File: config.mk
export PLATFORM = sky130hd
export DESIGN_NAME = spi_slave_regbank
export DESIGN_NICKNAME = d
export VERILOG_FILES = /design/src/rtl/spi_slave_regbank.sv
export SDC_FILE = /design/constraint.sdc
export NUM_CORES = 1
export LEC_CHECK = 0
export BUFFER_PORTS_ARGS = -buffer_cell sky130_fd_sc_hd__buf_2
export CAP_MARGIN = 20
export CORE_ASPECT_RATIO = 0.6
export CORE_UTILIZATION = 57
export CTS_CLUSTER_DIAMETER = 120
export DETAILED_ROUTE_END_ITERATION = 6
export HOLD_SLACK_MARGIN = 0.12
export PLACE_DENSITY = 0.83
export SYNTH_ARGS = -nofsm -noshare
export SYNTH_HDL_FRONTEND = slang
export SYNTH_SLANG_ARGS = --single-unit
File: constraint.sdc
create_clock -name clk -period 13.1 [get_ports clk]
set_input_delay 0 -clock clk [delete_from_list [all_inputs] [get_ports clk]]
set_output_delay 0 -clock clk [all_outputs]
set_load 0.05 [all_outputs]
File: src/rtl/spi_slave_regbank.sv
// spi_slave_regbank: oversampled mode-0 SPI responder with a write/read register bank.
// Frames are [R/W][addr][data], MSB first; writes commit only on a clean deselect.
module spi_slave_regbank #(
  parameter int AWIDTH = 7,
  parameter int DWIDTH = 16,
  parameter int NREGS  = 8
) (
  input  logic                    clk,
  input  logic                    rst,
  input  logic                    sen,
  input  logic                    sclk,
  input  logic                    mosi,
  output logic                    miso,
  output logic                    busy,
  output logic                    wr_stb,
  output logic [AWIDTH-1:0]       wr_addr,
  output logic [DWIDTH-1:0]       wr_data,
  output logic                    rd_stb,
  output logic                    frame_err,
  output logic [NREGS*DWIDTH-1:0] regs_out
);
  localparam int FRAME = 1 + AWIDTH + DWIDTH;
  localparam int CW = $clog2(FRAME + 2);
  localparam logic [CW-1:0] C_AW = CW'(AWIDTH);
  localparam logic [CW-1:0] C_LAST = CW'(FRAME - 1);
  localparam logic [CW-1:0] C_FRAME = CW'(FRAME);
  localparam logic [CW-1:0] C_SAT = CW'(FRAME + 1);
  typedef enum logic [1:0] {IDLE, HDR, DATA, OVER} state_t;
  state_t state_q, state_d;
  logic [1:0] sen_sync_q, sen_sync_d, mosi_sync_q, mosi_sync_d;
  logic [2:0] sclk_sync_q, sclk_sync_d;
  logic [CW-1:0] cnt_q, cnt_d;
  logic [AWIDTH:0] hdr_q, hdr_d, hdr_n;
  logic [DWIDTH-1:0] din_q, din_d, sout_q, sout_d, pd_q, pd_d, wr_data_q, wr_data_d, rd_val;
  logic [AWIDTH-1:0] pa_q, pa_d, wr_addr_q, wr_addr_d;
  logic miso_q, miso_d, pend_wr_q, pend_wr_d, pend_rd_q, pend_rd_d, pend_err_q, pend_err_d;
  logic wr_stb_q, wr_stb_d;
  logic [DWIDTH-1:0] regs_q [NREGS];
  logic [DWIDTH-1:0] regs_d [NREGS];
  logic sen_s, mosi_s, rise, fall;
  assign sen_s = sen_sync_q[1];
  assign mosi_s = mosi_sync_q[1];
  assign rise = sclk_sync_q[1] & ~sclk_sync_q[2];
  assign fall = ~sclk_sync_q[1] & sclk_sync_q[2];
  always_comb begin
    sen_sync_d = {sen_sync_q[0], sen};
    sclk_sync_d = {sclk_sync_q[1:0], sclk};
    mosi_sync_d = {mosi_sync_q[0], mosi};
    state_d = state_q;
    cnt_d = cnt_q;
    hdr_d = hdr_q;
    din_d = din_q;
    sout_d = sout_q;
    miso_d = sen_s ? 1'b0 : miso_q;
    pend_wr_d = 1'b0;
    pend_rd_d = 1'b0;
    pend_err_d = 1'b0;
    pa_d = pa_q;
    pd_d = pd_q;
    wr_stb_d = pend_wr_q;
    wr_addr_d = pend_wr_q ? pa_q : wr_addr_q;
    wr_data_d = pend_wr_q ? pd_q : wr_data_q;
    regs_d = regs_q;
    hdr_n = {hdr_q[AWIDTH-1:0], mosi_s};
    rd_val = '0;
    for (int i = 0; i < NREGS; i++) begin
      if (hdr_n[AWIDTH-1:0] == AWIDTH'(i)) rd_val = regs_q[i];
      if (pend_wr_q && pa_q == AWIDTH'(i)) regs_d[i] = pd_q;
    end
    if (state_q == IDLE) begin
      if (!sen_s) begin
        state_d = HDR;
        cnt_d = '0;
      end
    end else if (sen_s) begin
      // deselect outranks any SCLK edge seen in the same cycle
      state_d = IDLE;
      cnt_d = '0;
      pend_wr_d = cnt_q == C_FRAME && !hdr_q[AWIDTH];
      pend_rd_d = cnt_q == C_FRAME && hdr_q[AWIDTH];
      pend_err_d = cnt_q != C_FRAME && cnt_q != '0;
      pa_d = hdr_q[AWIDTH-1:0];
      pd_d = din_q;
    end else if (rise) begin
      cnt_d = cnt_q == C_SAT ? cnt_q : cnt_q + 1'b1;
      if (state_q == HDR) begin
        hdr_d = hdr_n;
        if (cnt_q == C_AW) begin
          state_d = DATA;
          sout_d = rd_val;
        end
      end else if (state_q == DATA) begin
        din_d = {din_q[DWIDTH-2:0], mosi_s};
        if (cnt_q == C_LAST) state_d = OVER;
      end
    end else if (fall && state_q != HDR && hdr_q[AWIDTH]) begin
      miso_d = sout_q[DWIDTH-1];
      sout_d = {sout_q[DWIDTH-2:0], 1'b0};
    end
  end
  always_ff @(posedge clk or posedge rst) begin
    if (rst) begin
      sen_sync_q <= 2'b11;
      sclk_sync_q <= '0;
      mosi_sync_q <= '0;
      state_q <= IDLE;
      cnt_q <= '0;
      hdr_q <= '0;
      din_q <= '0;
      sout_q <= '0;
      miso_q <= 1'b0;
      pend_wr_q <= 1'b0;
      pend_rd_q <= 1'b0;
      pend_err_q <= 1'b0;
      pa_q <= '0;
      pd_q <= '0;
      wr_stb_q <= 1'b0;
      wr_addr_q <= '0;
      wr_data_q <= '0;
      for (int i = 0; i < NREGS; i++) regs_q[i] <= '0;
    end else begin
      sen_sync_q <= sen_sync_d;
      sclk_sync_q <= sclk_sync_d;
      mosi_sync_q <= mosi_sync_d;
      state_q <= state_d;
      cnt_q <= cnt_d;
      hdr_q <= hdr_d;
      din_q <= din_d;
      sout_q <= sout_d;
      miso_q <= miso_d;
      pend_wr_q <= pend_wr_d;
      pend_rd_q <= pend_rd_d;
      pend_err_q <= pend_err_d;
      pa_q <= pa_d;
      pd_q <= pd_d;
      wr_stb_q <= wr_stb_d;
      wr_addr_q <= wr_addr_d;
      wr_data_q <= wr_data_d;
      regs_q <= regs_d;
    end
  end
  always_comb begin
    regs_out = '0;
    for (int i = 0; i < NREGS; i++) regs_out[i*DWIDTH +: DWIDTH] = regs_q[i];
  end
  assign miso = miso_q & ~sen_s;
  assign busy = ~sen_s;
  assign wr_stb = wr_stb_q;
  assign wr_addr = wr_addr_q;
  assign wr_data = wr_data_q;
  assign rd_stb = pend_rd_q;
  assign frame_err = pend_err_q;
endmodule

Word-level counts from Yosys, hierarchy flattened
Cells that the tools add are included.
Word-level totals
  output and inout bits: 156
  flip-flop bits (word level): 233
  input bits: 5
Operators by class
  equal/unequal tests: 27
  $add $sub $neg: 1
  bitwise gates (word level): 8
  reduce and logical (&&, ||, !) cells: 28
  muxes and demuxes: 36
Operator list (count)
  two-way mux 16 bit: 12
  equality test 7 x 3 -> 1 bit (second input constant): 8
  equality test 7 x 2 -> 1 bit (second input constant): 4
  two-way mux 5 bit: 5
  two-way mux 2 bit: 8
  equality test 5 bit (second input constant): 3
  AND reduction 5 bit: 3
  equality test 7 x 1 -> 1 bit (second input constant): 2
  logical NOT 7 bit: 2
  logical AND 1 bit: 13
  two-way mux 1 bit: 11
  nonzero test 4 bit: 2
  inequality test 2 x 1 -> 1 bit (second input constant): 3
  adder 5 x 1 -> 5 bit (second input constant): 1
  equality test 5 x 3 -> 1 bit (second input constant): 1
  inequality test 5 bit (second input constant): 1
  inverter 1 bit: 5
  nonzero test 5 bit: 1
  inequality test 4 x 3 -> 1 bit (second input constant): 1
  AND reduction 4 bit: 1
  bitwise AND 1 bit: 3
  inequality test 3 bit (second input constant): 1
  AND reduction 3 bit: 1
  nonzero test 3 bit: 1
  other kinds (7): 7

Longest topological paths before layout
Gate-level depths: netlist of run 1.
  word-level depth: 12
  mapped depth: 8
  depth with buffers taken out: 6

Worst setup path before layout of run 1
OpenSTA, ideal clock, no wires.
  kind: register to register
  start: register state_q[0]
  end: register sout_q[4]
  cell stages (with the launch flop): 8
  path slack: 10852 ps
  path buffers: 1
  data arrival time: 2122 ps
  data required time: 12974 ps
  clock period less this slack: 2248 ps
  path through: dfrtp_1 -> inv_1 -> ha_1 -> buf_6 -> or4b_4 -> nor3_4 -> nor2_4 -> a221o_1
On the way
  cells in the longest elaborated chain, start to end: 5
  elaborated cells on any way between the ends: 9
Ends and longest elaborated chain
  from (decl): RTL line 29  | state_t state_q, state_d;
  from (signal assigned): RTL line 125  | state_q <= state_d;
  inequality test 2 x 1 -> 1 bit: RTL line 96  | end else if (fall && state_q != HDR && hdr_q[AWIDTH]) begin
  logical AND 1 bit (2 in a row): RTL line 96
  nonzero test 2 bit (no line)
  AND reduction 5 bit (no line) (*)
  to (signal assigned): RTL line 129  | sout_q <= sout_d;
  to (decl): RTL line 34  | logic [DWIDTH-1:0] din_q, din_d, sout_q, sout_d, pd_q, pd_d, wr_data_q, wr_data_d, rd_val;
Every way passes the cells marked *; elsewhere a longest branch is shown, timed or not.
A chain may end at the register's enable or synchronous reset.

Final worst setup path of run 1
  start: register pend_wr_q
  end: register regs_q, in the netlist regs_out[70]
On the way
  cells in the longest elaborated chain, start to end: 1
Ends and longest elaborated chain
  from (decl): RTL line 36  | logic miso_q, miso_d, pend_wr_q, pend_wr_d, pend_rd_q, pend_rd_d, pend_err_q, pend_err_d;
  from (signal assigned): RTL line 131  | pend_wr_q <= pend_wr_d;
  logical AND 1 bit: RTL line 68  | if (pend_wr_q && pa_q == AWIDTH'(i)) regs_d[i] = pd_q;
  to (signal assigned): RTL line 139  | regs_q <= regs_d;
  to (decl): RTL line 38  | logic [DWIDTH-1:0] regs_q [NREGS];
No other way between the ends.

==> results of run 1 <==
## layout make-up
class                      instances  area share [%]
sequential                       233           48.45
multi-input combinational        484           35.47
timing repair buffer             174           7.604
clock buffer                      32           4.955
tap                              234           2.431
inverter                          18          0.6233
clock inverter                     5          0.4675
## synth_stat cells, types with 2 or more instances
master	number
dfrtp_1	231
mux2_2	211
clkbuf_1	32
nand2_1	32
o21ai_0	26
nor2_1	24
buf_1	20
o221ai_1	19
inv_1	17
nand3_1	14
nor3_1	14
a21oi_1	11
a211oi_1	10
a31oi_1	9
buf_2	9
mux2i_1	8
nor2b_1	8
a211o_1	7
mux4_2	7
o211ai_1	7
ha_1	6
nand2b_1	6
and2_1	5
o22ai_1	5
or3_1	5
xor2_1	5
nand4_1	4
nand3b_1	3
nand4bb_1	3
o2111ai_1	3
o211a_1	3
a2111oi_0	2
and3_1	2
dfstp_2	2
nand4b_1	2
nor4_1	2
## sequential cells by signal, summed over array words and instances, names as in the netlist, 2 cells and up
signal / count
sclk_sync_q: 3
hdr_q: 8
cnt_q: 5
din_q: 16
sen_sync_q: 2
pd_q: 16
pa_q: 7
sout_q: 16
wr_data: 16
state_q: 2
mosi_sync_q: 2
wr_addr: 7
regs_out: 128
## repair_timing
item                                    4_1_cts  5_1_grt
hold buffers                                  4        0
endpoints found under the hold margin       118        0
endpoints found under the setup margin        0        0
## worst reg2reg max path, cell delays in order (launching register included)
cell,delay [ps]
dfrtp_1,1010
nor3b_1,500
nand3_1,850
mux2_2,590
## per-layer routing
metal,vias to the layer above,share of wire [%],global-route usage (%)
met2,402,43,43.73
met3,44,10,7.057
met4,0,1.7,5.973
met5,-,0,0
met1,3869,45,46.10
li1,3181,-,-
## through the flow
step                hold WS (ps)  worst slack, ps  power (mW)
floorplan                  4.478             6714      0.9747
global placement           108.4            10240       1.052
detailed placement         110.0            10100       1.057
CTS                        126.3            10090       1.656
global route               141.8             9865       1.711
finish                     131.8            10030       1.657
## logic make-up (layout without fill, tap and decap cells)
| group | after synthesis | in the layout |
|---|---|---|
| xor gates and xnor gates | 5 | 5 |
| and+or+nand+nor | 138 | 138 |
| muxes | 226 | 226 |
| DFF | 233 | 233 |
| adders and majority gates | 6 | 6 |
| AOI/OAI and AO/OA | 109 | 109 |
| buffers and inverters | 80 | 229 |
## worst min path at each step
stage | end | cells past startpoint
after floorplan | sen_sync_q[0]$_DFF_PP1_ | 0
after global placement | mosi_sync_q[0]$_DFF_PP0_ | 1
after detailed placement | sclk_sync_q[0]$_DFF_PP0_ | 1
after CTS | mosi_sync_q[0]$_DFF_PP0_ | 2
after global routing | mosi_sync_q[0]$_DFF_PP0_ | 2
final | mosi_sync_q[0]$_DFF_PP0_ | 2
## where the power goes
part | internal (mW) | total [mW] | switching (mW)
clock | 0.335 | 0.603 | 0.268
combinational | 0.0944 | 0.299 | 0.204
sequential | 0.736 | 0.755 | 0.0190
total | 1.17 | 1.66 | 0.491
==> results.cfg, run 1 <==
[clock_network]
cts.clk_slew.worst_paths_ps = 70
clkLatencyLatePin_ps = 510
clockBufferDepth = 3
cts.sinks = 233
cts_htree_levels = 1
postCtsSetupRepairBufs = 0
cts_resized = 0
cts_inserted_buffers = 21
cts_root_buf = clkbuf_16
cts_tree = built

[floorplanning]
pin_count = 161
die_y_um = 106.7
initial_utilization_pct = 59.55
num_rows = 37
core_area_um2 = 17500
die_x_um = 176.6
fp.dieArea_um2 = 18850

[setup_path]
ff2ff_path_depth = 3
cp_num_cells = 3
path_max_fanout = 27
reg2reg_slack_ps = 10030
r2r-start = pend_wr_q$_DFF_PP0_
critPathSlowestCell = dfrtp_1
criticalPathCategory = flop to flop
path_cells = nor3b_1 > nand3_1 > mux2_2
cpLargestDelayFamily = simple AND/OR/NAND/NOR gates
cp_slowest_stage_delay_ps = 1010
path_buf_inv = 0
crit_start = pend_wr_q$_DFF_PP0_
cp-end-kind = flop
startpoint_type = flop
cp-endpoint = regs_out[70]$_DFFE_PP0P_
worst_ep_arrival_time_ps = 3450
required_ps = 13480
r2r-end = regs_out[70]$_DFFE_PP0P_

[yosys]
synth_top_family_by_area = multiplexers
synthXorXnorAreaFrac_pct = 0.4202
synth_compound_area_share_pct = 7.312
ys_ff_latch = 233
synth-simple-area-share_pct = 7.432
synthMuxAreaShare_pct = 25.08
syn-num-nets = 808
async_flop_share_pct = 100.0
netlist_area_um2 = 10420
syn-instance-count = 797
synth_top_area_share_pct = 55.47
synth_top_area_cell = dfrtp_1
synth_edf_count = 0
yosysSeqAreaShare_pct = 55.97
avgSynthCellArea_um2 = 13.08
synth-main-ff-cell = dfrtp_1
yosys.area_share.adder_pct = 0.7204
synth_warnings = 0
synth_cell_types = 59
yosys-top-cells-area = dfrtp_1 (55%), mux2_2 (23%), o221ai_1 (1.6%)

[global_route]
grt_max_degree = 117
grt_pass1_vias = 7280
grt_pass1_wl_um = 42950
grt.overflow.total = 0
grt_usage_pct = 30.07
grt_antenna_before_repair = 0

[worst_hold_path]
min_path_type = primary input to flop
hp-start = mosi

[run_status]
outcome = completed

[drt]
final_antenna_net_count = 0
vias = 7496
avgViaCountPerCell = 6.353
wl_um = 27540
drc_errors = 0
first_iter_violations = 556
wl_per_cell_um = 23.34
firstDrtPassIters = 5

[sta]
fmax_mhz = 325.7
setup_viol = 0
rsz0062_at_grt = false
tns_ps = 0
tightestPinTransition_ps = 1063
slew_viol_final = 0
slew_headroom_pct = 28.96
period_needed_ps = 3070
finalHoldViolCount = 0
finalCritPeriodShare_pct = 23.44
clock-skew-final_ps = 17.27

[layout]
nFillCells = 1249
n_antenna_cell = 0
area_growth_pct = 15.57
register_area_um2 = 5836
fin_area_um2 = 12040
final_common_cell = dfrtp_1
layout.nets = 943
fin_cells = 1180
multi_input_area_um2 = 4272
drive_gt1_share_pct = 45.56
post-route-util_pct = 68.83
layout_common_cells = dfrtp_1 (229), mux2_2 (211), buf_2 (160), nand2_1 (32), o21ai_0 (26)

[placed_design]
place_congestion = 0.8943
dp_hpwl_um = 18350
dpl_cell_area_um2 = 11350
buffer_ports.inserted = 160
placed_cells = 1139

[pwr]
ir_drop_mv = 0.1123
p_leak_nw = 6.260
powerDensity_nw_per_um2 = 137.6

[flow_run]
drv_cap = 0
No activity file was read; power rests on OpenSTA's default activity.
==> run 2: changes to the inputs <==
==> constraint.sdc (replaced) <==
create_clock -name clk -period 2.9 [get_ports clk]
set_input_delay 0 -clock clk [delete_from_list [all_inputs] [get_ports clk]]
set_output_delay 0 -clock clk [all_outputs]
set_load 0.05 [all_outputs]
==> results.cfg, run 2 (same netlist as run 1, synthesis figures left out) <==
[global_route]
grt_pass1_vias = 7513
grt_antenna_before_repair = 1
grt_pass1_wl_um = 43680
grt_usage_pct = 30.67
grt.overflow.total = 0
grt_max_degree = 65

[sta]
fmax_mhz = 404.5
tns_ps = 0
period_needed_ps = 2472
tightestPinTransition_ps = 751.4
rsz0062_at_grt = false
slew_headroom_pct = 49.60
slew_viol_final = 0
finalCritPeriodShare_pct = 85.24
finalHoldViolCount = 0
clock-skew-final_ps = 11.32
setup_viol = 0
finalWorstSetupSlack_ps = 427.9

[floorplanning]
pin_count = 161
die_y_um = 106.7
fp.dieArea_um2 = 18850
num_rows = 37
initial_utilization_pct = 59.55
core_area_um2 = 17500
die_x_um = 176.6

[clock_network]
cts_htree_levels = 1
cts_inserted_buffers = 21
cts_tree = built
cts.clk_slew.worst_paths_ps = 70
clkLatencyLatePin_ps = 500
cts_root_buf = clkbuf_16
clockBufferDepth = 3
cts.sinks = 233

[drt]
first_iter_violations = 622
drc_errors = 0
vias = 7492
final_antenna_net_count = 0
avgViaCountPerCell = 6.269
wl_per_cell_um = 23.61
drt-met1-wl_um = 12370
firstDrtPassIters = 5
routed.top_layer = met4
wl_met3_um = 3225
wl_um = 28210
dr_wl_met2_um = 12220

[layout]
fin_cells = 1195
largest_reg_flops = 128
area_growth_pct = 17.34
layout_common_cells = dfrtp_1 (230), mux2_2 (211), buf_2 (160), nand2_1 (32), o21ai_0 (26)
nFillCells = 1233
drive_gt1_share_pct = 46.56
layout.nets = 959
final_common_cell = dfrtp_1

[setup_path]
startpoint_type = flop
path_max_fanout = 10
path_buf_inv = 1
cp-end-kind = flop
cpLargestDelayFamily = simple AND/OR/NAND/NOR gates
critPathSlowestCell = or4b_4
required_ps = 3290
cp_slowest_stage_delay_ps = 610
path_cells = inv_1 > ha_1 > or4b_4 > nor3_4 > nor2_4 > a221o_1
criticalPathCategory = flop to flop
worst_ep_arrival_time_ps = 2860

[worst_hold_path]
min_path_type = primary input to asynchronous set/reset pin

[pwr]
ir_drop_mv = 0.4435
powerDensity_nw_per_um2 = 622.5
p_leak_nw = 6.361

[placed_design]
placed_cells = 1155
post-place-ws_ps = 447.3
buffer_ports.inserted = 160
place_congestion = 0.9292
dp_hpwl_um = 19190

[run_status]
outcome = completed

[flow_run]
drv_cap = 0
[run 2: cell types whose count changed in the layout (fill, tap and decap cells not counted)]
cell	before	now
buf_12	0	4
dfrtp_2	2	1
dfrtp_1	229	230
clkbuf_1	8	5
bufinv_16	1	2
diode_2	0	1
clkinv_2	2	3
inv_8	1	0
buf_4	10	22
[run 2: area by class of cell]
class / instances / area [µm²] / share of cell area (%)
Multi-Input combinational cell: 484 / 4272 / 34.93
Clock buffer: 29 / 585.6 / 4.789
Inverter: 18 / 71.32 / 0.5832
Tap cell: 234 / 292.8 / 2.394
Sequential cell: 233 / 5834 / 47.71
Timing Repair Buffer: 190 / 1086 / 8.882
Clock inverter: 6 / 83.83 / 0.6856
Antenna cell: 1 / 2.502 / 0.02046
[run 2: timing repair]
| action | 4_1_cts | 5_1_grt |
|---|---|---|
| hold buffers | 4 | 0 |
| hold endpoints to repair | 199 | 0 |
| gates resized for setup | 0 | 0 |
| buffers inserted | 0 | 0 |
[run 2: final timing paths]
path	to	startpoint	slack (ps)	cells after the start
min	regs_out[41]$_DFFE_PP0P_	rst	140	3
max reg2reg	sout_q[4]$_DFFE_PP0P_	state_q[0]$_DFFE_PP0P_	430	6
min in group clk	mosi_sync_q[0]$_DFF_PP0_	mosi	140	2
min reg2reg	mosi_sync_q[1]$_DFF_PP0_	mosi_sync_q[0]$_DFF_PP0_	350	0
max in group asynchronous	pd_q[11]$_DFFE_PP0P_	rst	1870	4
max	sout_q[4]$_DFFE_PP0P_	state_q[0]$_DFFE_PP0P_	430	6
[run 2: report_power, final]
group          internal (mW)  leakage (nW)  switching, mW
combinational          0.465          2.80          0.940
clock                   1.59         0.331           1.18
sequential              3.33          3.23          0.114
[run 2: metrics by stage]
stage / area (µm²) / utilization (%) / total power, mW / hold WS (ps)
finish: 12230 / 69.88 / 7.612 / 136.9
global route: 12230 / 69.86 / 7.867 / 126.7
CTS: 12230 / 69.86 / 7.600 / 124.5
detailed placement: 11520 / 65.81 / 4.847 / 107.6
global placement: 11520 / 65.81 / 4.811 / 108.1
floorplan: 10430 / - / 4.404 / 4.478
[run 2: per-layer routing]
layer	global-route usage, %	vias to the layer above
li1	-	3224
met1	44.78	3851
met2	44.99	381
met3	9.823	36
met4	6.281	0
met5	0	-
[run 2: worst reg2reg max path, cell delays in order, from the launching register on]
cell,delay [ps]
dfrtp_1,390
inv_1,110
ha_1,320
or4b_4,620
nor3_4,460
nor2_4,120
a221o_1,360
